[config.mk]
export PLATFORM = sky130hd
export DESIGN_NAME = coherence_control
export DESIGN_NICKNAME = d
export VERILOG_FILES = /design/src/rtl/cpu_types_pkg.sv /design/src/rtl/cc_arbiter.sv /design/src/rtl/coherence_control.sv
export SDC_FILE = /design/constraint.sdc
export NUM_CORES = 1
export LEC_CHECK = 0
export ABC_AREA = 0
export CAP_MARGIN = 20
export CELL_PAD_IN_SITES_DETAIL_PLACEMENT = 1
export CELL_PAD_IN_SITES_GLOBAL_PLACEMENT = 2
export CORE_MARGIN = 8
export CORE_UTILIZATION = 14
export DETAILED_ROUTE_END_ITERATION = 8
export PLACE_DENSITY = 0.87
export RECOVER_POWER = 100
export REMOVE_ABC_BUFFERS = 1
export SYNTH_ARGS = -nofsm -noshare
export SYNTH_HDL_FRONTEND = slang
export SYNTH_SLANG_ARGS = --single-unit
[constraint.sdc]
create_clock -name CLK -period 3.8 [get_ports CLK]
set_clock_uncertainty 0.2 [all_clocks]
set_input_delay 0.76 -clock CLK [delete_from_list [all_inputs] [get_ports CLK]]
set_output_delay 0.76 -clock CLK [all_outputs]
set_load 0.03 [all_outputs]
[src/rtl/cpu_types_pkg.sv]
// Shared types and constants for the coherence controller and its arbiter.
package cpu_types_pkg;

    localparam int CPUS      = 2;
    localparam int BLK_WORDS = 2;

    typedef logic [31:0] word_t;

    typedef enum logic [1:0] {
        FREE   = 2'd0,
        BUSY   = 2'd1,
        ACCESS = 2'd2,
        ERROR  = 2'd3
    } ramstate_t;

    // Controller FSM states, kept as plain constants so the encoding is fixed.
    typedef logic [2:0] cc_state_t;
    localparam cc_state_t IDLE = 3'd0;
    localparam cc_state_t IF   = 3'd1;
    localparam cc_state_t WB   = 3'd2;
    localparam cc_state_t SNP1 = 3'd3;
    localparam cc_state_t SNP2 = 3'd4;
    localparam cc_state_t LD   = 3'd5;
    localparam cc_state_t C2C  = 3'd6;

    // Kind of transaction the arbiter selected.
    typedef enum logic [1:0] {
        REQ_IF = 2'd0,
        REQ_WB = 2'd1,
        REQ_RD = 2'd2
    } req_kind_t;

endpackage

[src/rtl/cc_arbiter.sv]
// Request selection among the two cores: dcache traffic beats icache
// traffic, ties go to the round-robin pointer rr.
module cc_arbiter
    import cpu_types_pkg::*;
(
    input  logic            CLK,
    input  logic            nRST,
    input  logic [CPUS-1:0] iREN,
    input  logic [CPUS-1:0] dREN,
    input  logic [CPUS-1:0] dWEN,
    input  logic            done,
    input  logic            done_core,
    output logic            req_any,
    output logic            sel,
    output req_kind_t       kind
);

    logic            rr;
    logic [CPUS-1:0] d_req;
    logic [CPUS-1:0] pool;

    // Pick the request class, then the core within it, then the transaction kind.
    always_comb begin
        d_req   = dREN | dWEN;
        pool    = (|d_req) ? d_req : iREN;
        req_any = |pool;
        sel     = pool[rr] ? rr : ~rr;
        if (dREN[sel])
            kind = REQ_RD;
        else if (dWEN[sel])
            kind = REQ_WB;
        else
            kind = REQ_IF;
    end

    // After each finished transaction the other core gets the tie-break.
    always_ff @(posedge CLK or negedge nRST) begin
        if (!nRST)
            rr <= 1'b0;
        else if (done)
            rr <= ~done_core;
    end

endmodule

[src/rtl/coherence_control.sv]
// Bus-side coherence/memory controller for two cores: one RAM port shared by
// two icaches and two dcaches, MSI snooping with cache-to-cache supply.
module coherence_control
    import cpu_types_pkg::*;
(
    input  logic               CLK,
    input  logic               nRST,
    input  logic  [CPUS-1:0]   iREN,
    input  word_t [CPUS-1:0]   iaddr,
    output logic  [CPUS-1:0]   iwait,
    output word_t [CPUS-1:0]   iload,
    input  logic  [CPUS-1:0]   dREN,
    input  logic  [CPUS-1:0]   dWEN,
    input  word_t [CPUS-1:0]   daddr,
    input  word_t [CPUS-1:0]   dstore,
    output logic  [CPUS-1:0]   dwait,
    output word_t [CPUS-1:0]   dload,
    input  logic  [CPUS-1:0]   cctrans,
    input  logic  [CPUS-1:0]   ccwrite,
    output logic  [CPUS-1:0]   ccwait,
    output logic  [CPUS-1:0]   ccinv,
    output word_t [CPUS-1:0]   ccsnoopaddr,
    output logic               ramREN,
    output logic               ramWEN,
    output word_t              ramaddr,
    output word_t              ramstore,
    input  word_t              ramload,
    input  ramstate_t          ramstate
);

    cc_state_t state;
    cc_state_t next_state;
    logic      g;
    logic      p;
    logic      word;
    logic      word_done;
    logic      done;
    logic      access;
    logic      req_any;
    logic      sel;
    req_kind_t kind;

    // cctrans carries no information the controller needs.
    logic unused_cctrans;
    assign unused_cctrans = ^cctrans;

    assign p      = ~g;
    assign access = (ramstate == ACCESS);

    cc_arbiter u_arb (
        .CLK       (CLK),
        .nRST      (nRST),
        .iREN      (iREN),
        .dREN      (dREN),
        .dWEN      (dWEN),
        .done      (done),
        .done_core (g),
        .req_any   (req_any),
        .sel       (sel),
        .kind      (kind)
    );

    // State, granted core and block-word counter; word clears on every grant.
    always_ff @(posedge CLK or negedge nRST) begin
        if (!nRST) begin
            state <= IDLE;
            g     <= 1'b0;
            word  <= 1'b0;
        end else begin
            state <= next_state;
            if (state == IDLE && req_any) begin
                g    <= sel;
                word <= 1'b0;
            end else if (word_done) begin
                word <= ~word;
            end
        end
    end

    // Next state and all outputs, decoded from the state plus current inputs.
    always_comb begin
        next_state  = state;
        done        = 1'b0;
        word_done   = 1'b0;
        iwait       = '1;
        dwait       = '1;
        iload       = '0;
        dload       = '0;
        ccwait      = '0;
        ccinv       = '0;
        ccsnoopaddr = '0;
        ramREN      = 1'b0;
        ramWEN      = 1'b0;
        ramaddr     = '0;
        ramstore    = '0;
        case (state)
            IDLE: begin
                if (req_any) begin
                    case (kind)
                        REQ_RD:  next_state = SNP1;
                        REQ_WB:  next_state = WB;
                        default: next_state = IF;
                    endcase
                end
            end
            IF: begin
                ramREN   = 1'b1;
                ramaddr  = iaddr[g];
                iload[g] = ramload;
                if (access) begin
                    iwait[g]   = 1'b0;
                    next_state = IDLE;
                    done       = 1'b1;
                end
            end
            WB: begin
                // The writer keeps dWEN up across both words; dropping it ends the burst.
                if (dWEN[g]) begin
                    ramWEN   = 1'b1;
                    ramaddr  = daddr[g];
                    ramstore = dstore[g];
                    if (access)
                        dwait[g] = 1'b0;
                end else begin
                    next_state = IDLE;
                    done       = 1'b1;
                end
            end
            SNP1, SNP2: begin
                ccwait[p]      = 1'b1;
                ccsnoopaddr[p] = daddr[g];
                ccinv[p]       = ccwrite[g];
                if (state == SNP1)
                    next_state = SNP2;
                else
                    next_state = ccwrite[p] ? C2C : LD;
            end
            LD: begin
                ccwait[p]      = 1'b1;
                ccsnoopaddr[p] = daddr[g];
                ramREN         = 1'b1;
                ramaddr        = daddr[g];
                dload[g]       = ramload;
                if (access) begin
                    dwait[g]  = 1'b0;
                    word_done = 1'b1;
                    if (word) begin
                        next_state = IDLE;
                        done       = 1'b1;
                    end
                end
            end
            C2C: begin
                // Peer supplies the word; writing it to RAM at the same time cleans the block.
                ccwait[p]      = 1'b1;
                ccsnoopaddr[p] = daddr[g];
                dload[g]       = dstore[p];
                if (dWEN[p]) begin
                    ramWEN   = 1'b1;
                    ramaddr  = daddr[p];
                    ramstore = dstore[p];
                    if (access) begin
                        dwait[g]  = 1'b0;
                        dwait[p]  = 1'b0;
                        word_done = 1'b1;
                        if (word) begin
                            next_state = IDLE;
                            done       = 1'b1;
                        end
                    end
                end
            end
            default: next_state = IDLE;
        endcase
    end

endmodule

======== Yosys cells after proc, flatten, opt, wreduce, memory -nomap -nowiden ========
Cells that the tools add are included.
word-level totals
  register bits ........................... 6
  logic and storage cells ................. 122
  input port bits ......................... 238
  output and inout bits ................... 266
cells by class
  magnitude comparators ................... 6
  multiplexer cells ....................... 77
  equality and inequality tests ........... 13
  bitwise operators ....................... 11
  reduce and logical (&&, ||, !) cells .... 11
operators by type and width
  cell                count
  $mux 32             16
  $and 64x64->64      3
  $mux 64             2
  $pmux 32 s4         1
  $pmux 64 s2         1
  $demux 32 s1        2
  $pmux 32 s2         1
  $mux 1              29
  $mux 2              11
  $mux 3              6
  $pmux 3 s6          1
  $eq 3x3->1 const B  3
  $lt 1x2->1 const B  4
  $ne 2x2->1 const B  4
  $reduce_or 2->1     4
  $eq 3x2->1 const B  2
  $pmux 2 s3          1
  $and 2x2->2         2
  $eq 2x2->1 const B  2
  $not 2->2           2
  $pmux 1 s2          2
  $pmux 1 s4          1
  $pmux 2 s2          1
  $reduce_and 4->1    1
  other kinds (10)    16

======== Longest topological paths before layout ========
  word-level depth ........................ 14
  gate-level depth with buffers ........... 8
  gate-level depth less buffers ........... 7

======== Modules after synthesis ========
Synthesis repeated with hierarchy kept, for this count alone.
unflattened totals
  cell total of the unflattened synthesis .. 666
  area, all modules ....................... 4,693.3 um^2
by module, submodules not included
  module             sequential area each (um^2)  times used  area an instance (um^2)  cells each
  coherence_control  125.1                        1           4,576.9                  649
  cc_arbiter         25.0                         1           116.4                    17

======== Least setup slack after synthesis ========
Ideal clock, no wire load.
  kind .................................... register to output
  start point ............................. register state[0]
  end point ............................... output ramstore[10]
  cell stages (with the launch flop) ...... 9
  path slack .............................. 0.533 ns
  required time ........................... 2.840 ns
  path buffers ............................ 2
  data arrival time ....................... 2.307 ns
  cells stage by stage .................... dfrtp_1 inv_1 ha_1 nor2b_1 nor2b_2 buf_2 buf_2 a22oi_1 a211oi_1
between the ends
  longest elaborated chain between the ends .. 2
  elaborated cells on any way between the ends .. 3
  those cells by class .................... eq/ne: 2; mux: 1
ends and longest elaborated chain
  element                                          line                     source
  start, declared                                  coherence_control.sv:31  cc_state_t state;
  start signal, assigned                           coherence_control.sv:70  state <= next_state;
  $eq 3x3->1 / $eq 3x2->1 (equally long branches)  coherence_control.sv:96  case (state)
  $pmux 32 s2 (*)                                  coherence_control.sv:96
  end, declared                                    coherence_control.sv:26  output word_t ramstore,
Every way passes the cells marked *; elsewhere a longest branch is shown, timed or not.

======== Final worst setup path ========
  start point ............................. input dWEN[1]
  end point ............................... output ramstore[16]
between the ends
  longest elaborated chain between the ends .. 4
  elaborated cells on any way between the ends .. 7
  those cells by class .................... mux: 7
ends and longest elaborated chain
  element                                 line                                                source
  start, declared                         coherence_control.sv:13                             input logic [CPUS-1:0] dWEN,
  $mux 1 (on tied branches) (2 in a row)  coherence_control.sv:158, coherence_control.sv:118
  $mux 32 (on tied branches)              coherence_control.sv:158, coherence_control.sv:118
  $pmux 32 s2 (*)                         coherence_control.sv:96
Every way passes the cells marked *; elsewhere a longest branch is shown, timed or not. The select of a mux whose other input is x is not followed.

==> results.yml <==
job:
  cap_violations: 0
critical_path:
  crit_type: "input port to primary output"
  endpoint_kind: "primary output"
  rr_endpoint: "state[0]$_DFFE_PN0P_"
  cp.required_ps: 2840
  reg2reg_depth: 9
  rrSetupSlack_ps: 1210
  r2r-start: "state[0]$_DFFE_PN0P_"
  cp_max_fo: 31
  cp-start-kind: "input port"
  arrival_ps: 2760
timing:
  fin_crit_sh: 0.980
  tightest_slew_ps: 937
  fin_ws_ps: 76.5
  grt_setup_unrepaired: "no"
  timing.hold.ws_ps: 383
  max_slew_margin: 0.375
  hold_viol: 0
  period_minus_slack_ps: 3720
  drv_slew: 0
  fmax_ghz: 0.269
  finalSetupViolations: 0
global_route:
  grt_usage: 0.174
  grt_overflow: 0
  grt_pass1_vias: 8400
  antenna_found_initial: 2
  grt_max_degree: 106
  grt_pass1_wl_mm: 56.0
status:
  status: "completed"
floorplanning:
  die_width_um: 201
  coreArea_mm2: 0.0336
  num_rows: 67
  start_util: 0.143
  ios: 504
  dieArea_mm2: 0.0404
  die_y_um: 201
synthesis:
  yosysUniqueCellTypes: 45
  synth_area_leaders: "mux2i_1 (21%), and2_1 (13%), a22o_1 (12%), a221oi_1 (5.7%), a22oi_1 (5.3%)"
  yosysWarnings: 0
  synth-main-ff-cell: "dfrtp_1"
  synth_seq_area_share: 0.0313
  synth.top_cell.area_share: 0.209
  ys_ff_latch: 6
  yosysTopAreaCell: "mux2i_1"
  syn_inst: 668
  async_reset_ff_frac: 1.00
  syn_avg_cell_area_um2: 7.18
  synth_edf_count: 0
  syn_area_mm2: 0.00479
hold_path:
  hold_path_startpoint: "state[0]$_DFFE_PN0P_"
  min_path_cells: 1
  min_to: "state[0]$_DFFE_PN0P_"
  hold_path_class: "flop to flop"
layout:
  final_cell_mix: "clkdlybuf4s50_1 (304), mux2i_1 (100), a22o_1 (64), buf_4 (63), clkbuf_2 (62)"
  multi_input_area_mm2: 0.00433
  diodes: 0
  syn_to_final_growth_pct: 116
  fillers: 4026
  regArea_um2: 154
  final_common_cell: "clkdlybuf4s50_1"
  fin_nets: 1392
  post-route-cell-area_mm2: 0.0104
  drive_gt1_frac: 0.170
power_and_ir_drop:
  power.density_mw_per_mm2: 571
  p_leak_nw: 4.30
  irDropWorstVdd_mv: 0.330
clock_tree:
  clockBufferDepth: 2
  cts_tree: "yes"
  cts_max_level: 1
  numClockSinks: 6
  hold_buffers: 0
  clock_tree.root_cell: "clkbuf_16"
  clk_pin_slew_ps: 40
  clk_latency_ps: 230
  cts-buffers-inserted: 3
drt:
  vias: 7698
  drtIter0Drc: 229
  ant_nets: 0
  route.layer.met1.wl_mm: 15.3
  routed-wl-met2_mm: 19.5
  firstDrtPassIters: 4
  viasPerCell: 4.83
  met3_length_mm: 3.03
  routed_wl_mm: 38.4
  maxUsedRoutingLayer: "met4"
  wl_per_cell_um: 24.1
  drc: 0
placed_design:
  post_dp_cell_area_mm2: 0.0107
  numPortBuffers: 501
  hpwl_mm: 30.7
  post-place-ws_ps: -136
  place_congestion: 0.812
per-layer routing:
| metal | vias up | track usage |
|---|---|---|
| li1 | 3531 | - |
| met1 | 3755 | 0.196 |
| met2 | 375 | 0.321 |
| met3 | 37 | 0.0484 |
| met4 | 0 | 0.0397 |
| met5 | - | 0 |
synthesized netlist by cell type, types with 6 or more instances:
cell,number
a211oi_1,31
a21oi_1,8
a221oi_1,31
a22o_1,64
a22oi_1,34
and2_1,96
and3_1,35
buf_2,34
clkbuf_1,46
dfrtp_1,6
ha_1,6
mux2i_1,100
nand2_1,11
nor2_1,47
nor2b_1,8
o21a_1,32
o21ai_0,8
o22ai_1,34
flip-flops by register name, indices dropped and copies added, names as in the netlist:
signal    flops
state         3
word          1
g             1
u_arb.rr      1
area by class of cell:
cell class              count  area share
clock buffers               4     0.00761
inverters                   4     0.00145
well taps                 448      0.0541
multi-input cells         574       0.418
flip-flops and latches      6      0.0149
repair buffers            559       0.504
power breakdown:
| group | internal (mW) | total (mW) | leakage [nW] | switching, mW |
|---|---|---|---|---|
| logic | 2.25 | 5.59 | 4.19 | 3.33 |
| clock network | 0.140 | 0.181 | 0.0382 | 0.0411 |
| registers | 0.0948 | 0.143 | 0.0744 | 0.0487 |
| total | 2.49 | 5.91 | 4.30 | 3.42 |
timing repair:
action / 4_1_cts / 5_1_grt
gates resized for setup: 4 / 34
setup buffers: 0 / 3
hold endpoints to repair: 0 / 0
pin swaps: 0 / 3
gates cloned: 1 / 1
setup endpoints to repair: 72 / 78
worst max-delay path, cell delays in order:
cell             delay, ps
clkdlybuf4s50_1        520
mux2i_2                 90
buf_4                  180
nor2_4                 230
buf_16                 230
a22oi_1                100
a211oi_1               240
clkbuf_1               240
buf_12                 160
stage by stage:
stage / power (mW) / std cells / setup TNS (ps) / util
after global routing: 6.27 / 1595 / 0 / 0.308
after global placement: 5.88 / 1586 / -391 / 0.317
after floorplan: 3.29 / 583 / -1102930 / -
after detailed placement: 5.94 / 1586 / -2980 / 0.317
final: 5.91 / 1595 / 0 / 0.308
after CTS: 6.18 / 1591 / 0 / 0.321
how the worst max path moves through the flow:
stage	from	endpoint	slack, ps	depth (start not counted)
final	dWEN[1]	ramstore[16]	80	9
after global routing	state[0]$_DFFE_PN0P_	ccsnoopaddr[33]	0.6	8
after CTS	state[0]$_DFFE_PN0P_	ccsnoopaddr[55]	10	8
after detailed placement	dWEN[0]	ramstore[11]	-140	9
after global placement	dWEN[0]	ramstore[11]	-170	9
after floorplan	g$_DFFE_PN0P_	ramstore[0]	-5800	4
cells by family (layout without fill, tap and decap cells):
kind of cell,after synthesis,in the layout,synth area share
adder cells (fa/ha/maj),6,6,0.0157
multiplexers,104,104,0.219
AND/OR/NAND/NOR,209,210,0.246
buffers and inverters,89,567,0.0801
flip-flops,6,6,0.0313
AO/OA/AOI/OAI,254,254,0.407
No activity file was read; power rests on OpenSTA's default activity.
